==> config.mk <==
export PLATFORM = sky130hd
export DESIGN_NAME = avr_sram_seq_flat
export DESIGN_NICKNAME = d
export VERILOG_FILES = /design/src/rtl/avr_sram_seq_if.sv /design/src/rtl/avr_sram_seq.sv /design/src/flat_wrapper.sv
export SDC_FILE = /design/constraint.sdc
export NUM_CORES = 1
export LEC_CHECK = 0
export CORE_MARGIN = 3
export CORE_UTILIZATION = 45
export DETAILED_ROUTE_END_ITERATION = 10
export PLACE_DENSITY = 0.8
export SYNTH_ARGS = -nofsm -noshare
export SYNTH_HDL_FRONTEND = slang
export SYNTH_SLANG_ARGS = --single-unit
==> constraint.sdc <==
create_clock -name clk -period 4 [get_ports clk]
set_input_delay 0.4 -clock clk [delete_from_list [all_inputs] [get_ports clk]]
set_output_delay 0.4 -clock clk [all_outputs]
set_load 0.1 [all_outputs]
==> src/rtl/avr_sram_seq_if.sv <==
// AVR command port and SRAM strobe/address bus of the AVR<->SRAM sequencer.
// The sequencer connects through slave; the AVR/SRAM side drives master.
interface avr_sram_seq_if #(
  parameter int unsigned AWIDTH = 24,
  parameter int unsigned DWIDTH = 8
);
  logic [1:0]        avr_sel;
  logic              avr_wr;
  logic              avr_rd;
  logic [DWIDTH-1:0] avr_din;
  logic [DWIDTH-1:0] avr_dout;
  logic              busy;
  logic [AWIDTH-1:0] sram_addr;
  logic              sram_ce_n;
  logic              sram_we_n;
  logic              sram_oe_n;
  logic [DWIDTH-1:0] sram_dout;
  logic [DWIDTH-1:0] sram_din;

  modport slave (
    input  avr_sel, avr_wr, avr_rd, avr_din, sram_din,
    output avr_dout, busy, sram_addr, sram_ce_n, sram_we_n, sram_oe_n, sram_dout
  );

  modport master (
    output avr_sel, avr_wr, avr_rd, avr_din, sram_din,
    input  avr_dout, busy, sram_addr, sram_ce_n, sram_we_n, sram_oe_n, sram_dout
  );
endinterface

==> src/rtl/avr_sram_seq.sv <==
// AVR command sequencer: byte-wide address registers plus timed SRAM
// ce/we/oe strobes for single-byte data accesses with address auto-increment.
module avr_sram_seq #(
  parameter int unsigned AWIDTH    = 24,
  parameter int unsigned DWIDTH    = 8,
  parameter int unsigned WE_CYCLES = 3,
  parameter int unsigned OE_CYCLES = 3,
  parameter int unsigned AUTOINC   = 1
) (
  input logic           clk,
  input logic           reset,
  avr_sram_seq_if.slave bus
);

  localparam int unsigned CW = 4;
  localparam int unsigned HW = AWIDTH - 16;

  typedef enum logic [1:0] {IDLE, SETUP, STROBE, HOLD} state_t;

  state_t            state;
  logic [AWIDTH-1:0] addr;
  logic [DWIDTH-1:0] rdata;
  logic [DWIDTH-1:0] wdata;
  logic              is_read;
  logic [CW-1:0]     cnt;
  logic              busy_q;
  logic              ce_n_q;
  logic              we_n_q;
  logic              oe_n_q;

  // Sequencer; commands are only honoured in IDLE, so addr/wdata stay stable mid-cycle.
  always_ff @(posedge clk) begin
    if (reset) begin
      state   <= IDLE;
      addr    <= '0;
      rdata   <= '0;
      wdata   <= '0;
      is_read <= 1'b0;
      cnt     <= '0;
      busy_q  <= 1'b0;
      ce_n_q  <= 1'b1;
      we_n_q  <= 1'b1;
      oe_n_q  <= 1'b1;
    end else begin
      case (state)
        IDLE: begin
          if (bus.avr_wr) begin
            case (bus.avr_sel)
              2'd0: addr[7:0]         <= bus.avr_din;
              2'd1: addr[15:8]        <= bus.avr_din;
              2'd2: addr[AWIDTH-1:16] <= bus.avr_din[HW-1:0];
              default: begin
                wdata   <= bus.avr_din;
                is_read <= 1'b0;
                state   <= SETUP;
                busy_q  <= 1'b1;
                ce_n_q  <= 1'b0;
              end
            endcase
          end else if (bus.avr_rd && bus.avr_sel == 2'd3) begin
            is_read <= 1'b1;
            state   <= SETUP;
            busy_q  <= 1'b1;
            ce_n_q  <= 1'b0;
          end
        end
        SETUP: begin
          state <= STROBE;
          if (is_read) begin
            oe_n_q <= 1'b0;
            cnt    <= CW'(OE_CYCLES - 1);
          end else begin
            we_n_q <= 1'b0;
            cnt    <= CW'(WE_CYCLES - 1);
          end
        end
        STROBE: begin
          if (cnt == '0) begin
            state  <= HOLD;
            we_n_q <= 1'b1;
            oe_n_q <= 1'b1;
            if (is_read) rdata <= bus.sram_din;
          end else begin
            cnt <= cnt - CW'(1);
          end
        end
        HOLD: begin
          state  <= IDLE;
          busy_q <= 1'b0;
          ce_n_q <= 1'b1;
          if (AUTOINC != 0) addr <= addr + AWIDTH'(1);
        end
        default: state <= IDLE;
      endcase
    end
  end

  // Readback mux; the high address byte is zero-extended for narrow AWIDTH.
  always_comb begin
    bus.avr_dout = '0;
    case (bus.avr_sel)
      2'd0:    bus.avr_dout = addr[7:0];
      2'd1:    bus.avr_dout = addr[15:8];
      2'd2:    bus.avr_dout = DWIDTH'(addr[AWIDTH-1:16]);
      default: bus.avr_dout = rdata;
    endcase
  end

  assign bus.busy      = busy_q;
  assign bus.sram_addr = addr;
  assign bus.sram_ce_n = ce_n_q;
  assign bus.sram_we_n = we_n_q;
  assign bus.sram_oe_n = oe_n_q;
  assign bus.sram_dout = wdata;

  strobe_exclusive: assert property (@(posedge clk) disable iff (reset) !(!we_n_q && !oe_n_q));

endmodule

==> src/flat_wrapper.sv <==
// flat-port wrapper written by rule: the top's interface ports become plain ports
module avr_sram_seq_flat 
#(
  parameter int unsigned AWIDTH    = 24,
  parameter int unsigned DWIDTH    = 8,
  parameter int unsigned WE_CYCLES = 3,
  parameter int unsigned OE_CYCLES = 3,
  parameter int unsigned AUTOINC   = 1
)
  (clk, reset, bus_avr_sel, bus_avr_wr, bus_avr_rd, bus_avr_din, bus_sram_din, bus_avr_dout, bus_busy, bus_sram_addr, bus_sram_ce_n, bus_sram_we_n, bus_sram_oe_n, bus_sram_dout);
  avr_sram_seq_if #(.AWIDTH(AWIDTH), .DWIDTH(DWIDTH)) bus_i ();
  input logic clk;
  input logic reset;
  input wire logic [$bits(bus_i.avr_sel)-1:0] bus_avr_sel;
  input wire logic [$bits(bus_i.avr_wr)-1:0] bus_avr_wr;
  input wire logic [$bits(bus_i.avr_rd)-1:0] bus_avr_rd;
  input wire logic [$bits(bus_i.avr_din)-1:0] bus_avr_din;
  input wire logic [$bits(bus_i.sram_din)-1:0] bus_sram_din;
  output wire logic [$bits(bus_i.avr_dout)-1:0] bus_avr_dout;
  output wire logic [$bits(bus_i.busy)-1:0] bus_busy;
  output wire logic [$bits(bus_i.sram_addr)-1:0] bus_sram_addr;
  output wire logic [$bits(bus_i.sram_ce_n)-1:0] bus_sram_ce_n;
  output wire logic [$bits(bus_i.sram_we_n)-1:0] bus_sram_we_n;
  output wire logic [$bits(bus_i.sram_oe_n)-1:0] bus_sram_oe_n;
  output wire logic [$bits(bus_i.sram_dout)-1:0] bus_sram_dout;
  assign bus_i.avr_sel = bus_avr_sel;
  assign bus_i.avr_wr = bus_avr_wr;
  assign bus_i.avr_rd = bus_avr_rd;
  assign bus_i.avr_din = bus_avr_din;
  assign bus_i.sram_din = bus_sram_din;
  assign bus_avr_dout = bus_i.avr_dout;
  assign bus_busy = bus_i.busy;
  assign bus_sram_addr = bus_i.sram_addr;
  assign bus_sram_ce_n = bus_i.sram_ce_n;
  assign bus_sram_we_n = bus_i.sram_we_n;
  assign bus_sram_oe_n = bus_i.sram_oe_n;
  assign bus_sram_dout = bus_i.sram_dout;
  avr_sram_seq #(.AWIDTH(AWIDTH), .DWIDTH(DWIDTH), .WE_CYCLES(WE_CYCLES), .OE_CYCLES(OE_CYCLES), .AUTOINC(AUTOINC)) u_core (.clk(clk), .reset(reset), .bus(bus_i));
endmodule
==> flow_summary.json <==
{
  "multi_input_comb_area_um2": 1940,
  "yosys.area.top_type_share_pct": 32.2,
  "synth.yosys.seq_area_share_pct": 32.2,
  "status": "finished clean",
  "ys_warn_count": 0,
  "final-hold-violation-count": 0,
  "slowest_stage_delay_cp_ns": 1.08,
  "grtUsageTotal_pct": 22.8,
  "rsz0062_at_grt": "false",
  "hold_path_end": "u_core.bus.sram_dout[0]$_SDFFE_PP0P_",
  "cts.path.max_buffers": 2,
  "drt-wirelength-per-cell_um": 18.4,
  "timing.max_slew.rel_slack_pct": 34.4,
  "mappedNetlistNets": 401,
  "post-route-period-util_pct": 68.6,
  "synth_ff_type": "sky130_fd_sc_hd__dfxtp_1",
  "worst_r2r_endpoint": "u_core.bus.sram_addr[22]$_SDFFE_PP0P_",
  "clock_latency_ns": 0.31,
  "timing.setup.tns_ns": 0,
  "power-per-cell-area_nw_per_um2": 500,
  "largest_net_degree_at_the_start_of_global_routing": 42,
  "rows": 29,
  "syn-instance-count": 372,
  "clock_skew_ns": 0.00850,
  "drive_above_1_share_pct": 10.0,
  "tightestPinTransition_ns": 0.981,
  "path_clk_slew_ns": 0.09,
  "mappedNetlistArea_um2": 3170,
  "remaining_drc_errors": 0,
  "critical_path.max_fanout": 17,
  "dr.pass1.iters": 6,
  "port_buffers": 65,
  "r2r-start": "u_core.state[0]$_SDFFE_PP0P_",
  "place.detailed.hpwl_um": 6760,
  "routed-via-count": 3236,
  "timing.critical_path.to_type": "primary output",
  "drt_iter0_markers": 451,
  "die_area_um2": 8090,
  "ff2ff_path_depth": 6,
  "routabilityCongestion": 0.891,
  "fmax_mhz": 365,
  "cts.repair.resized": 0,
  "critical_path_class": "in2out",
  "total_leakage_power_nw": 1.30,
  "post_cts_setup_buffer_count": 0,
  "fp.dieW_um": 89.9,
  "min_period_ns": 2.74,
  "hold_path_startpoint": "u_core.bus.sram_dout[0]$_SDFFE_PP0P_",
  "yosys.cell_types.count": 57,
  "first_pass_grt_wire_length_um": 15400,
  "ratio_of_routed_vias_to_standard_cells": 6.33,
  "cts-buffers-inserted": 5,
  "min_delay_path_depth": 2,
  "grt_overflow_total": 0,
  "placedCellCount": 503,
  "clockRootBuffer": "sky130_fd_sc_hd__clkbuf_8",
  "top_level_ports": 66,
  "critical_path_arrival_ns": 2.34,
  "cts.htree.levels": 2,
  "synth_enable_flop_cells": 0,
  "reg2reg_slack_ns": 1.58,
  "path_cells": "clkdlybuf4s50_1 -> mux4_2 -> buf_4",
  "post_cts_hold_buffer_count": 0,
  "synth.avg_cell_area_um2": 8.52,
  "count_of_antenna_diodes_in_the_layout": 0,
  "post-synth-top-area-cell": "sky130_fd_sc_hd__dfxtp_1",
  "final-max-slew-violation-count": 0,
  "via_count_of_the_first_global_routing_pass": 3134,
  "critical_path.startpoint_type": "primary input",
  "crit_path_top_delay_cell": "sky130_fd_sc_hd__clkdlybuf4s50_1",
  "post_route_antenna_net_violation_count": 0,
  "routed_wirelength_um": 9380,
  "fillCellCount": 615,
  "tritoncts": "built",
  "regArea_um2": 1020,
  "clock_sinks": 51,
  "cp_data_required_time_ns": 3.60,
  "antenna_found_initial": 0,
  "max_cap_viol_count": 0,
  "layout.cells.non_filler": 511,
  "synth_async_reset_ratio_pct": 0,
  "irDropWorstVdd_v": 0.000503,
  "synth.top_cells.by_area": "sky130_fd_sc_hd__dfxtp_1 32%, sky130_fd_sc_hd__mux2i_1 6.0%, sky130_fd_sc_hd__mux4_2 5.7%",
  "die_y_um": 89.9,
  "finalNetCount": 446,
  "finalSetupViolations": 0,
  "yosys_register_bits": 51,
  "core_area_um2": 6600,
  "layout-area-overhead-vs-synth_pct": 22.2,
  "hold_path_class": "reg2reg",
  "initial_core_util_pct": 48.0
}
## cells in the final DEF (no fill, tap or decap), types with 12 or more instances in the layout
| cell | n |
|---|---|
| sky130_fd_sc_hd__mux2i_1 | 19 |
| sky130_fd_sc_hd__a21oi_1 | 25 |
| sky130_fd_sc_hd__inv_1 | 13 |
| sky130_fd_sc_hd__nand3_1 | 15 |
| sky130_fd_sc_hd__dfxtp_1 | 51 |
| sky130_fd_sc_hd__nand2_1 | 38 |
| sky130_fd_sc_hd__o21ai_0 | 15 |
| sky130_fd_sc_hd__clkdlybuf4s50_1 | 57 |
| sky130_fd_sc_hd__nor3_1 | 12 |
| sky130_fd_sc_hd__nor2_1 | 20 |
## sequential cells by signal, indices dropped and copies added, names as in the netlist
| name | flops |
|---|---|
| u_core.bus.busy | 1 |
| u_core.bus.sram_addr | 24 |
| u_core.bus.sram_ce_n | 1 |
| u_core.bus.sram_dout | 8 |
| u_core.bus.sram_oe_n | 1 |
| u_core.bus.sram_we_n | 1 |
| u_core.cnt | 4 |
| u_core.is_read | 1 |
| u_core.rdata | 8 |
| u_core.state | 2 |
## Yosys cell counts, drive strengths merged (2+ instances only)
library cell   n
a2111oi        2
a211oi         9
a21oi         25
a221oi         4
a22oi          5
a31o           4
a31oi         11
a41oi          3
and2           5
and3           7
and4           7
buf           17
clkbuf        13
dfxtp         51
ha             7
inv           13
mux2           2
mux2i         19
mux4           8
nand2         38
nand2b         6
nand3         16
nand4         11
nor2          20
nor2b          7
nor3          12
nor3b          2
nor4           3
nor4b          3
o211ai         4
o21ai         16
o311ai         2
or3            2
or4            3
## critical path, delay by kind of cell
kind     cells  cell delay, ns
buf+inv      2            1.33
mux          1            0.61
## power by group
group / internal (W) / switching [W] / total [W] / leakage (nW)
combinational: 0.000280 / 0.000695 / 0.000975 / 0.841
clock: 0.000127 / 0.000181 / 0.000308 / 0.0489
sequential: 0.000572 / 0.0000831 / 0.000655 / 0.414
## layout make-up
cell class                      instances  area share, %
Multi-Input combinational cell        278           50.2
Clock buffer                            5           1.78
Tap cell                               93           3.00
Timing Repair Buffer                   68           16.9
Clock inverter                          3          0.581
Inverter                               13           1.26
Sequential cell                        51           26.3
## metal layers
layer / routed length [µm] / vias up / track usage (%) / share of wire, %
met2: 4370 / 188 / 37.7 / 47
li1: - / 1501 / - / -
met3: 751 / 27 / 4.09 / 8.0
met4: 155 / 0 / 7.91 / 1.7
met5: 0 / - / 0 / 0
met1: 4100 / 1520 / 30.1 / 44
## cells by family (layout without fill, tap and decap cells)
kind of cell               after synthesis  in the layout  synth area share [%]
and+or+nand+nor                        147            147                  26.1
DFF                                     51             51                  32.2
AOI/OAI and AO/OA                       95             95                  20.0
buffers and inverters                   43             89                  6.47
muxes                                   29             29                  12.4
adders and majority gates                7              7                  2.76
## worst max-delay path by stage
stage | slack [ns] | end | cells past startpoint | start
finish | 1.26 | bus_avr_dout[3] | 3 | bus_avr_sel[0]
global route | 1.17 | bus_avr_dout[1] | 3 | bus_avr_sel[0]
CTS | 1.26 | bus_avr_dout[3] | 3 | bus_avr_sel[0]
detailed placement | 1.26 | bus_avr_dout[3] | 3 | bus_avr_sel[0]
global placement | 1.28 | bus_avr_dout[6] | 3 | bus_avr_sel[0]
floorplan | 1.61 | u_core.bus.sram_addr[22]$_SDFFE_PP0P_ | 5 | u_core.bus.sram_addr[0]$_SDFFE_PP0P_
## through the flow
step | util (%) | setup WS, ns | total power [W] | hold WS [ns] | area [µm²]
final | 58.7 | 1.26 | 0.00194 | 0.459 | 3870
after global routing | 58.7 | 1.17 | 0.00203 | 0.476 | 3870
after CTS | 58.7 | 1.26 | 0.00194 | 0.461 | 3870
after detailed placement | 57.3 | 1.26 | 0.00163 | 0.447 | 3780
after global placement | 57.3 | 1.28 | 0.00161 | 0.441 | 3780
after floorplan | - | 1.61 | 0.00142 | 0.455 | 3170
No activity file was read; power rests on OpenSTA's default activity.
